==> src/rtl/reg_file_pkg.sv <==
// Shared constants and width helpers for the multi-write-port register file.
package reg_file_pkg;
  localparam int DATA_W_DEF = 16;
  localparam int DEPTH_DEF  = 4;
  localparam int N_WP_DEF   = 2;
  localparam int N_RP_DEF   = 2;
  localparam int BYPASS_DEF = 1;

  function automatic int clog2(input int v);
    int r;
    r = 0;
    for (int i = 0; i < 31; i++)
      if ((1 << i) < v) r = i + 1;
    return r;
  endfunction

  // A one-entry-wide address still needs one bit.
  function automatic int addr_w(input int depth);
    return (clog2(depth) < 1) ? 1 : clog2(depth);
  endfunction

  function automatic int be_w(input int data_w);
    return data_w / 8;
  endfunction
endpackage

==> src/rtl/rf_write_merge.sv <==
// Next-value computation for one entry: byte-merges all write ports, higher
// port index wins per byte lane; clear overrides everything.
module rf_write_merge import reg_file_pkg::*; #(
  parameter int DATA_W = DATA_W_DEF,
  parameter int AW     = 2,
  parameter int N_WP   = N_WP_DEF,
  parameter int IDX    = 0
) (
  input  logic [DATA_W-1:0]             cur_in,
  input  logic                          clr_in,
  input  logic [N_WP-1:0]               wen_in,
  input  logic [N_WP*AW-1:0]            waddr_in,
  input  logic [N_WP*DATA_W-1:0]        wdata_in,
  input  logic [N_WP*be_w(DATA_W)-1:0]  wbe_in,
  output logic [DATA_W-1:0]             nxt_out,
  output logic                          hit_out
);
  localparam int BE_W = be_w(DATA_W);

  always_comb begin
    nxt_out = cur_in;
    hit_out = 1'b0;
    for (int p = 0; p < N_WP; p++) begin
      if (wen_in[p] && (waddr_in[p*AW +: AW] == AW'(IDX))) begin
        for (int b = 0; b < BE_W; b++) begin
          if (wbe_in[p*BE_W + b]) begin
            nxt_out[b*8 +: 8] = wdata_in[p*DATA_W + b*8 +: 8];
            hit_out           = 1'b1;
          end
        end
      end
    end
    if (clr_in) begin
      nxt_out = '0;
      hit_out = 1'b0;
    end
  end
endmodule

==> src/rtl/reg_file_mwp.sv <==
// Multi-write-port register file with byte enables, synchronous clear,
// registered read ports and optional write-to-read bypass.
module reg_file_mwp import reg_file_pkg::*; #(
  parameter int DATA_W = DATA_W_DEF,
  parameter int DEPTH  = DEPTH_DEF,
  parameter int N_WP   = N_WP_DEF,
  parameter int N_RP   = N_RP_DEF,
  parameter int BYPASS = BYPASS_DEF
) (
  input  logic                                  clock,
  input  logic                                  reset,
  input  logic [N_WP-1:0]                       wen_in,
  input  logic [N_WP*addr_w(DEPTH)-1:0]         waddr_in,
  input  logic [N_WP*DATA_W-1:0]                wdata_in,
  input  logic [N_WP*be_w(DATA_W)-1:0]          wbe_in,
  input  logic                                  clr_in,
  input  logic [N_RP-1:0]                       ren_in,
  input  logic [N_RP*addr_w(DEPTH)-1:0]         raddr_in,
  output logic [N_RP*DATA_W-1:0]                rdata_out,
  output logic [N_RP-1:0]                       rvalid_out,
  output logic [DEPTH*DATA_W-1:0]               a_out,
  output logic [DEPTH-1:0]                      vld_out
);
  localparam int AW = addr_w(DEPTH);

  logic [DEPTH-1:0][DATA_W-1:0] mem_q, mem_d;
  logic [DEPTH-1:0]             vld_q, vld_d, hit;
  logic [N_RP-1:0][DATA_W-1:0]  rdata_q, rdata_d;
  logic [N_RP-1:0]              rvalid_q, rvalid_d;

  // Out-of-range write addresses match no instance, so they drop naturally.
  for (genvar i = 0; i < DEPTH; i++) begin : g_ent
    rf_write_merge #(
      .DATA_W(DATA_W), .AW(AW), .N_WP(N_WP), .IDX(i)
    ) u_merge (
      .cur_in  (mem_q[i]),
      .clr_in  (clr_in),
      .wen_in  (wen_in),
      .waddr_in(waddr_in),
      .wdata_in(wdata_in),
      .wbe_in  (wbe_in),
      .nxt_out (mem_d[i]),
      .hit_out (hit[i])
    );
    assign a_out[DATA_W*(DEPTH-1-i) +: DATA_W] = mem_q[i];
  end

  always_comb begin
    vld_d = clr_in ? '0 : (vld_q | hit);
  end

  always_comb begin
    rdata_d  = rdata_q;
    rvalid_d = ren_in;
    for (int r = 0; r < N_RP; r++) begin
      if (ren_in[r]) begin
        rdata_d[r] = '0;
        for (int i = 0; i < DEPTH; i++)
          if (raddr_in[r*AW +: AW] == AW'(i))
            rdata_d[r] = (BYPASS != 0) ? mem_d[i] : mem_q[i];
      end
    end
  end

  always_ff @(posedge clock or posedge reset) begin
    if (reset) begin
      mem_q    <= '0;
      vld_q    <= '0;
      rdata_q  <= '0;
      rvalid_q <= '0;
    end else begin
      mem_q    <= mem_d;
      vld_q    <= vld_d;
      rdata_q  <= rdata_d;
      rvalid_q <= rvalid_d;
    end
  end

  assign vld_out    = vld_q;
  assign rdata_out  = rdata_q;
  assign rvalid_out = rvalid_q;
endmodule

==> config.mk <==
export PLATFORM = sky130hd
export DESIGN_NAME = reg_file_mwp
export DESIGN_NICKNAME = d
export VERILOG_FILES = /design/src/rtl/reg_file_pkg.sv /design/src/rtl/rf_write_merge.sv /design/src/rtl/reg_file_mwp.sv
export SDC_FILE = /design/constraint.sdc
export NUM_CORES = 1
export LEC_CHECK = 0
export CORE_ASPECT_RATIO = 0.6
export CORE_UTILIZATION = 27
export CTS_CLUSTER_SIZE = 28
export DETAILED_ROUTE_END_ITERATION = 10
export HOLD_SLACK_MARGIN = 0.05
export PLACE_DENSITY = 0.56
export SLEW_MARGIN = 20
export SYNTH_ARGS = -nofsm -noshare
export SYNTH_HDL_FRONTEND = slang
export SYNTH_SLANG_ARGS = --single-unit
==> constraint.sdc <==
create_clock -name clock -period 8.2 [get_ports clock]
set_input_delay 1.64 -clock clock [delete_from_list [all_inputs] [get_ports clock]]
set_output_delay 1.64 -clock clock [all_outputs]
set_load 0.01 [all_outputs]
### Word-level counts from Yosys, hierarchy flattened

Cells that the tools add are included.
Widths: inputs -> output; s select.

| operators by class | value |
|---|---|
| equality and inequality tests | 12 |
| muxes and demuxes | 59 |
| bitwise operators | 1 |
| reductions and logical operators | 12 |

Operators with widths:

| kind | count |
|---|---|
| $mux 16 | 20 |
| $mux 8 | 16 |
| $mux 1 | 22 |
| $eq 2x2->1 const B | 8 |
| $eq 2x1->1 const B | 4 |
| $logic_and 1x1->1 | 8 |
| $logic_not 2->1 | 4 |
| $mux 4 | 1 |
| $or 4x4->4 | 1 |

| word-level totals | value |
|---|---|
| bits in registers | 102 |
| bits of input ports | 51 |
| output and inout port bits | 102 |

### Logic depth before layout (Yosys ltp)

Gate-level depths: netlist of the first run.

| logic depth | value |
|---|---|
| depth in word-level cells | 10 |
| depth in mapped cells | 8 |
| gate-level depth less buffers | 5 |

### Hierarchy

A second synthesis of the first run with hierarchy kept.

| unflattened totals | value |
|---|---|
| cells, all modules | 552 |
| area, all modules | 5720.5 um^2 |

By module, submodules not included:

| module | times used | cells an instance | area an instance (um^2) | sequential area each (um^2) |
|---|---|---|---|---|
| reg_file_mwp | 1 | 259 | 4007.6 | 2552.4 |
| rf_write_merge at g_ent[1].u_merge ... | 2 | 77 | 424.2 | 0.0 |
| rf_write_merge at g_ent[0].u_merge | 1 | 62 | 447.9 | 0.0 |
| rf_write_merge at g_ent[3].u_merge | 1 | 77 | 416.6 | 0.0 |

### Worst setup path after synthesis of the first run

Ideal clock, no wire load.

| timing path | value |
|---|---|
| path kind | input -> register |
| start | in wen_in[0] |
| end | reg rdata_q (netlist bit rdata_out[11]) |
| data arrival time | 2.761 ns |
| required time | 8.071 ns |
| slack | 5.310 ns |
| stages on the path | 7 |
| path buffers | 2 |
| cell sequence | buf_6 and4bb_1 buf_4 mux2i_1 a21oi_1 a221oi_1 a21oi_1 |

| between the ends | value |
|---|---|
| word-level cells in the longest chain between the ends | 9 |
| elaborated cells on any way between the ends | 24 |
| those cells by class | mux (20); reduce/logical (4) |

RTL lines:

| item | RTL line | source |
|---|---|---|
| from (decl) | reg_file_mwp.sv:12 | `input logic [N_WP-1:0] wen_in,` |
| $logic_and 1x1->1 | rf_write_merge.sv:24 | `if (wen_in[p] && (waddr_in[p*AW +: AW] == AW'(IDX))) begin` |
| $mux 16 | rf_write_merge.sv:24 |  |
| $mux 8 | rf_write_merge.sv:26 | `if (wbe_in[p*BE_W + b]) begin` |
| $mux 16 | rf_write_merge.sv:24 |  |
| $mux 16 | rf_write_merge.sv:33 | `if (clr_in) begin` |
| $mux 16 (3 in a row) | reg_file_mwp.sv:59 | `if (raddr_in[r*AW +: AW] == AW'(i))` |
| $mux 16 * | reg_file_mwp.sv:59 |  |
| to (signal assigned) | reg_file_mwp.sv:74 | `rdata_q <= rdata_d;` |
| to (decl) | reg_file_mwp.sv:28 | `logic [N_RP-1:0][DATA_W-1:0] rdata_q, rdata_d;` |

Mark *: on every way between the ends. The rest lies on a longest branch, timed or not.
A chain may end at the register's enable or synchronous reset.

### Final worst setup path of the first run

Same ends and word-level chain as after synthesis.

==> metrics.md, run 1 <==
| Metric | Value |
|---|---|
| Synth async-reset ratio | 100% |
| Yosys warnings | 0 |
| Global-route wire length before repair | between 30000 and 40000 um |
| Met3 WL | between 2000 and 2500 um |
| Core ar. | 20500 um^2 |
| HP Class | flop to flop |
| Post-CTS sizing | 0 |
| Vias in the first global route | approximately 5100 |
| Grt ovf | 0 |
| CP Max Fanout | 10 |
| I/O Pins | 153 |
| # setup viols final | 0 |
| Final Cycle Share | around 50% |
| Root Buffer | clkbuf_16 |
| Placer congestion estimate | between 0.8 and 0.9 |
| Fmax | about 250 MHz |
| Design Area, Final | between 7000 and 8000 um^2 |
| Final Hold Viols | 0 |
| Clk Latency, worst-skew pair | 0.35 ns |
| Nets@finish | 762 |
| CTS H-tree depth | 3 |
| Finished Layout Cells | 990 |
| Clock Tree Buf Depth | 2 |
| Status | complete, no violations |
| Filler Cell Count | a little over 2000 |
| Register area | between 2000 and 3000 um^2 |
| CP delay by family, top | buffers and inverters |
| WL final | between 20000 and 25000 um |
| Initial core utilization | roughly 28% |
| Crit path kind | input port to flop |
| Peak supply drop | 0.110 mV |
| Worst hold slack | roughly 0.52 ns |
| Routed wire per std cell | around 23 um |
| Worst-case clock skew | around 0.0084 ns |
| Vias | roughly 5400 |
| GRT Total Usage | 21.1% |
| DIE AREA | between 20000 and 25000 um^2 |
| FF+latch count, synth | between 100 and 150 |
| Final design utilization | 38.0% |
| Post-CTS Setup Bufs | 0 |
| Max Used Layer | met5 |
| Gate Count Post-Synth | roughly 580 |
| LEAKAGE | 3.32 nW |
| Crit path buffers/inverters | 1 |
| Die Y | approximately 120 um |
| Maxcap violations | 0 |
| Worst path cell trace | clkdlybuf4s50_1 -> nand4b_1 -> mux2i_1 -> a21oi_1 -> a221oi_1 -> a21oi_1 |
| Critical path's slowest cell | clkdlybuf4s50_1 |
| Row count | 40 |
| Top cell by count, worst path | a21oi_1 |
| CTS buffer count | 9 |
| Slew Limit Fails | 0 |
| Vias per cell | between 5 and 6 |
| Pwr Total | around 1.3 mW |
| Distinct cell type count after synthesis | 42 |
| Clk pin slew, worst setup/hold paths | ~0.070 ns |
| Setup TNS | 0 ns |
| Fin crit period | between 3 and 4 ns |
| CTS Sinks | about 100 |
| Dominant synthesized flop cell | dfrtp_1 |
| Routed Antenna Nets | 0 |
| RSZ-0062 raised after global routing | no |
| Worst rel slew slack | about 19% |
| Setup WS post-layout | 4.22 ns |
| DP Cell Count | 970 |
| Hold buffers post-CTS | 0 |
| Initial DRC Count | approximately 540 |
| PD cells | 169 nW/um^2 |
| Port-buffer cells | 152 |
| Layout cell share with drive strength beyond 1 | about 8.7% |
| Slew @ Worst Pin | 1.21 ns |
| Multi-input logic area | roughly 2900 um^2 |
| Metal2 WL | 8950 um |
| Required @ worst endpoint | 8.43 ns |
| CTS tree | built |
| CP Capture Type | flop |
| Syn avg cell area | between 9 and 10 um^2 |
| Die width | 191 um |
| Residual DRC | 0 |
| Number of synthesized flops with an enable pin | 0 |
| Largest net degree at the start of global routing | just under 60 |
| Critical path data arrival time | approximately 4.2 ns |
| Place WS | 3.81 ns |
| Antenna violations before repair | 2 |
| Detailed Routing Iterations Pass 1 | 5 |
| Post-DP HPWL | 16100 um |
| Synth Net Count | approximately 640 |
| Startpoint class of the critical path | input port |
| Critical path's largest stage delay | between 0.8 and 0.9 ns |
| Synth-to-Final Area Change | 34.8% |
| Synth Cell Area | 5760 um^2 |
| Met1 Wirelength | between 10000 and 15000 um |
| DP Area | roughly 7400 um^2 |
| Register area share after synthesis | between 40 and 50% |
==> cells in the mapped netlist (2+ instances only) <==
master	count	area, um^2
clkbuf_1	21	78.8
a32oi_1	3	26.3
a22oi_1	13	97.6
nand4_4	4	85.1
buf_6	7	78.8
a31oi_1	9	56.3
a21oi_1	73	365
buf_2	15	75.1
nor2_1	89	334
a211oi_1	13	97.6
o21ai_1	3	15.0
o22ai_1	30	188
o21ai_0	8	40.0
buf_4	2	15.0
nand2b_1	2	12.5
nor2b_1	37	231
dfrtp_1	102	2550
a221oi_1	13	114
nor3_1	11	55.1
nand3b_1	2	15.0
nor3b_2	2	25.0
and4bb_1	2	25.0
nand3_1	5	25.0
nor3_2	3	30.0
nand4bb_1	2	22.5
nand2_1	10	37.5
mux2i_1	64	641
nand4b_1	6	52.6
inv_1	3	11.3
a211oi_2	18	225
==> cells by family (layout without fill, tap and decap cells) <==
kind of cell / count (synthesis) / count (layout) / synth area share (%)
AO/OA/AOI/OAI: 188 / 188 / 22.1
flip-flops: 102 / 102 / 44.3
multiplexers: 64 / 64 / 11.1
other: 0 / 1 / 0
AND/OR/NAND/NOR: 180 / 180 / 17.5
buffers and inverters: 50 / 182 / 4.91
==> metal layers <==
metal,GRT usage (%),up-vias
met1,32.7,2611
met5,0,-
met3,6.53,21
met2,27.6,295
met4,4.69,4
li1,-,2435
==> worst paths after layout <==
path | start | end | slack, ns | cells after the start
max in group asynchronous | reset | a_out[7] | 5.28 | 3
setup reg to reg | a_out[12] | rdata_out[28] | 6.82 | 4
min in group asynchronous | reset | rdata_out[21] | 1.69 | 2
hold reg to reg | vld_out[0] | vld_out[0] | 0.52 | 2
hold / removal | vld_out[0] | vld_out[0] | 0.52 | 2
setup / recovery | wen_in[0] | rdata_out[11] | 4.22 | 6
==> report_power, final <==
part	switching, mW	internal, mW	total [mW]
logic	0.159	0.136	0.295
registers	0.0267	0.538	0.565
clock network	0.212	0.241	0.453
==> worst reg2reg max path: stages (launching register included) <==
cell	delay [ns]
dfrtp_1	0.40
mux2i_1	0.09
a211oi_1	0.48
o22ai_1	0.16
nor3_2	0.18
==> placed cells by master, fill, tap and decap left out, types with 13 or more instances in the layout <==
cell type / n
a211oi_1: 13
a211oi_2: 18
a21oi_1: 73
a221oi_1: 13
a22oi_1: 13
clkdlybuf4s50_1: 151
dfrtp_1: 102
mux2i_1: 64
nor2_1: 89
nor2b_1: 37
o22ai_1: 30
==> area by class of cell <==
type	count	share of cell area, %
inverter	3	0.177
clock inverter	7	1.08
tap	273	4.40
clock buffer	9	2.90
antenna	1	0.0322
multi-input combinational	432	37.7
timing repair buffer	163	20.8
sequential	102	32.9
==> state kept, by name, indices dropped and copies added (netlist names) <==
name,cells
vld_out,4
rvalid_out,2
a_out,64
rdata_out,32
No activity file was read; power rests on OpenSTA's default activity.
==> inputs of run 2 (changes only) <==
Settings changed: PLACE_DENSITY 0.56 to 0.57.
Clock period 8.2 ns to 3.3 ns, I/O delays scaled along.
==> run 2 against run 1 <==
Net effect: power rose to 2.5 times the previous value; clock skew down 0.00087 ns; critical path depth unchanged; largest cell class unchanged; highest routed layer unchanged.
==> metrics.md, run 2 (synthesis results as in run 1) <==
| Metric | Value |
|---|---|
| Status | complete, no violations (unchanged) |
| Vias per cell | 5.38 (was 5.42) |
| Clk pin slew, worst setup/hold paths | 0.07 ns (about the same) |
| Port-buffer cells | 152 (unchanged) |
| CTS H-tree depth | 3 (unchanged) |
| Multi-input logic area | 2930 um^2 (about the same) |
| RSZ-0062 raised after global routing | no (unchanged) |
| Final Cycle Share | just under 80% |
| Worst hold slack | 0.513 ns (was 0.524 ns) |
| Core ar. | 20500 um^2 (unchanged) |
| Routed Antenna Nets | 0 (unchanged) |
| Design Area, Final | 8000 um^2 (was 7770 um^2) |
| Vias | 5475 (was 5366) |
| Placer congestion estimate | 0.877 (was 0.838) |
| Die width | 191 um (unchanged) |
| Root Buffer | clkbuf_16 (unchanged) |
| Post-CTS Setup Bufs | 0 (unchanged) |
| Met1 Wirelength | 11500 um (about the same) |
| Worst path cell trace | clkdlybuf4s50_1 -> nand4_4 -> mux2i_1 -> a211oi_1 -> o22ai_1 -> a21oi_1 (was clkdlybuf4s50_1 -> nand4b_1 -> mux2i_1 -> a21oi_1 -> a221oi_1 -> a21oi_1) |
| PD cells | 419 nW/um^2 (was 169 nW/um^2) |
| Worst rel slew slack | 50.8% (was 19.5%) |
| # diodes | 0 (was 1) |
| Nets@finish | 792 (was 762) |
| Setup TNS | 0 ns (unchanged) |
| Die Y | 115 um (unchanged) |
| Post-DP HPWL | 16700 um (was 16100 um) |
| Crit path buffers/inverters | 1 (unchanged) |
| Critical path's largest stage delay | 0.81 ns (about the same) |
| Global-route wire length before repair | 33600 um (was 33800 um) |
| Finished Layout Cells | 1018 (was 990) |
| Met3 WL | 2080 um (was 2200 um) |
| Initial DRC Count | 582 (was 543) |
| Fin crit period | 2.55 ns |
| CTS Sinks | 102 (unchanged) |
| Residual DRC | 0 (unchanged) |
| Required @ worst endpoint | 3.58 ns (was 8.43 ns) |
| GRT Total Usage | 20.7% (was 21.1%) |
| Worst-case clock skew | 0.00753 ns (was 0.00840 ns) |
| Hold buffers post-CTS | 0 (unchanged) |
| I/O Pins | 153 (unchanged) |
| Place WS | 0.427 ns (was 3.81 ns) |
| Antenna violations before repair | 1 (was 2) |
| Post-CTS sizing | 0 (unchanged) |
| Row count | 40 (unchanged) |
| DIE AREA | 21900 um^2 (unchanged) |
| CTS tree | built (unchanged) |
| Metal2 WL | 8850 um (was 8950 um) |
| Final Hold Viols | 0 (unchanged) |
| Fmax | 393 MHz |
| # setup viols final | 0 (unchanged) |
| Crit path kind | input port to flop (unchanged) |
| Grt ovf | 0 (unchanged) |
| WL final | 22600 um (was 22900 um) |
| HP Class | flop to flop (unchanged) |
| Pwr Total | 3.35 mW (was 1.31 mW) |
| Initial core utilization | 28.1% (unchanged) |
| Slew @ Worst Pin | 0.736 ns (was 1.21 ns) |
| Largest net degree at the start of global routing | 84 (was 59) |
| Peak supply drop | 0.284 mV (was 0.110 mV) |
| CP Max Fanout | 12 (was 10) |
| Startpoint class of the critical path | input port (unchanged) |
| Most frequent cells in the layout | 151 x clkdlybuf4s50_1, 102 x dfrtp_1, 89 x nor2_1 (unchanged) |
| CTS buffer count | 9 (unchanged) |
| Filler Cell Count | 2048 (was 2020) |
| Final design utilization | 39.1% (was 38.0%) |
| Most common cell after layout, fill and taps aside | clkdlybuf4s50_1 (unchanged) |
| LEAKAGE | 3.46 nW (was 3.32 nW) |
| Detailed Routing Iterations Pass 1 | 5 (unchanged) |
| DP Cell Count | 1003 (was 970) |
| Vias in the first global route | 5223 (was 5114) |
| DP Area | 7670 um^2 (was 7420 um^2) |
| Register area | 2550 um^2 (unchanged) |
| Largest register FFs | 64 (unchanged) |
| Slew Limit Fails | 0 (unchanged) |
| Clock Tree Buf Depth | 2 (unchanged) |
| CP delay by family, top | buffers and inverters (unchanged) |
| Clk Latency, worst-skew pair | 0.36 ns (was 0.35 ns) |
| Routed wire per std cell | 22.2 um (was 23.1 um) |
| Critical path data arrival time | 2.82 ns (was 4.21 ns) |
| Setup WS post-layout | 0.753 ns (was 4.22 ns) |
| Critical path's slowest cell | clkdlybuf4s50_1 (unchanged) |
| Synth-to-Final Area Change | 38.8% (was 34.8%) |
| Layout cell share with drive strength beyond 1 | 12.1% (was 8.66%) |
| Maxcap violations | 0 (unchanged) |
| CP Capture Type | flop (unchanged) |
| Max Used Layer | met5 (unchanged) |
==> run 2: final timing paths <==
check | start | to | slack [ns] | depth (start not counted)
hold / removal | vld_out[3] | vld_out[3] | 0.51 | 2
hold reg to reg | vld_out[3] | vld_out[3] | 0.51 | 2
min in group asynchronous | reset | a_out[21] | 0.67 | 2
setup / recovery | waddr_in[0] | rdata_out[14] | 0.75 | 6
max in group asynchronous | reset | a_out[20] | 1.80 | 3
setup reg to reg | a_out[15] | rdata_out[31] | 1.98 | 4
==> run 2: area by class of cell <==
type	instances	area share [%]
inverters	3	0.188
flip-flops and latches	102	31.9
multi-input cells	432	36.6
well taps	273	4.27
clock inverters	5	1.05
repair buffers	193	23.0
clock buffers	10	2.99
==> run 2: per-layer routing <==
metal | global-route usage, % | up-vias
met5 | 0 | -
met1 | 32.9 | 2671
met4 | 3.41 | 2
met2 | 27.9 | 287
li1 | - | 2498
met3 | 5.04 | 17
==> run 2: worst register-to-register path, stage by stage (launching register included) <==
cell,delay (ns)
dfrtp_1,0.41
mux2i_1,0.10
a211oi_1,0.45
o22ai_1,0.15
a21oi_1,0.15
==> run 2: where the power goes <==
part           internal, mW  switching, mW  total [mW]
Sequential             1.34         0.0710        1.41
Combinational         0.356          0.394       0.750
Clock                 0.684          0.505        1.19
Total                  2.38          0.970        3.35
==> RTL change (settings of run 2) <==
Make the reset (`reset`) synchronous in one clocked block.
--- a/src/rtl/reg_file_mwp.sv
+++ b/src/rtl/reg_file_mwp.sv
@@ -64,3 +64,3 @@
 
-  always_ff @(posedge clock or posedge reset) begin
+  always_ff @(posedge clock) begin
     if (reset) begin
Function: differs if reset is asserted again (counterexample within 4 cycles, from zero or initial values and one cycle with reset high); with reset held inactive, the same outputs for 4 cycles.
==> RTL change against run 2 <==
- setup slack got worse by 0.29 ns
- design area rose by 4.7%
- total power fell by 10%
- critical endpoint is now rdata_out[19]$_SDFFE_PP0P_
- synthesized cell count rose by 26%
- area after synthesis rose by 5.3%
- sequential power fell by 7%
- routed wire length rose by 15%
- sequential cell count did not move
- die area rose by 5.2%
==> RTL change: results (changes against run 2) <==
stage;metric;value;unit;change
grt;grt_pass1_vias;6183;;+18%
pwr;p_seq_frac;0.434;;+0.013
outcome;outcome;finished, final reports clean;;
grt;grt_pass1_wl;38900;um;+16%
synth;synth_compound_area_frac;0.250;;+0.0287
synth;syn_nets;788;;+24%
layout;regArea;2040;um2;-20%
layout;inverters;8;;+5
layout;clock_cell_area_share;0.0350;;-0.00540
timing;tightestPinTransition;0.536;ns;-0.200 ns
synth;synth_common_cells;115 x nor2_1, 102 x dfxtp_1, 57 x mux2i_1;;
critical_path;slowest_stage;and4bb_1;;
synth;avgSynthCellArea;8.23;um2;-17%
route;first_iter_violations;723;;+24%
layout;multi_input_area_share;0.437;;+0.0707
die;dieArea;23100;um2;+5.2%
layout;buffer_area_frac;0.238;;+0.00823
grt;antenna_found_initial;0;;-1
layout;num-multi-input-gates;568;;+31%
pwr;p_int;2.14;mW;-10%
route;top_layer;met4;;
placement;place_area;8080;um2;+5.3%
pwr;irDropWorstVdd;0.217;mV;-23%
route;routedWlPerCell;21.9;um;-1.2%
pwr;comb_power_share;0.208;;-0.016
route;wl_met1;12900;um;+12%
synth;synthArstFlopShare;0;;-1.00
layout;seq_cells;102;;unchanged
grt;grt_util_met1;0.356;;+0.0270
pwr;total_power;3.01;mW;-10%
synth;seq_area_frac_synth;0.337;;-0.106
layout;drive_gt1_frac;0.110;;-0.0110
synth;dominantRegCellSynth;dfxtp_1;;
layout;syn2layout_area_growth;38.0;%;
layout;nFillCells;2237;;+9.2%
route;wl_met3;2930;um;+41%
placement;hpwl;20000;um;+20%
grt;grtUsageMet3;0.0576;;+0.00723
RTL change: cell types whose count changed after synthesis, moves of 16 or more:
cell,before,now
a21oi_1,73,46
dfrtp_1,102,0
dfxtp_1,0,102
a211oi_2,18,0
a211oi_1,13,50
o22ai_1,30,8
nor2_1,89,115
and2_1,1,18
o211ai_1,0,16
nor2b_1,37,6
nand2_1,10,48
o21ai_0,8,45
RTL change: path summary, 6_finish.rpt:
kind,from,to,slack (ns)
worst max-delay path,waddr_in[0],rdata_out[19]$_SDFFE_PP0P_,0.46
worst min register to register,rdata_out[25]$_SDFFE_PP0P_,rdata_out[25]$_SDFFE_PP0P_,0.49
worst min-delay path,rdata_out[25]$_SDFFE_PP0P_,rdata_out[25]$_SDFFE_PP0P_,0.49
worst max register to register,a_out[25]$_SDFF_PP0_,rdata_out[9]$_SDFFE_PP0P_,1.78
RTL change: critical path, delay by kind of cell:
kind | cells | cell delay [ns]
compound gates | 1 | 0.12
simple gates | 3 | 1.05
buf+inv | 2 | 0.89
mux | 1 | 0.32
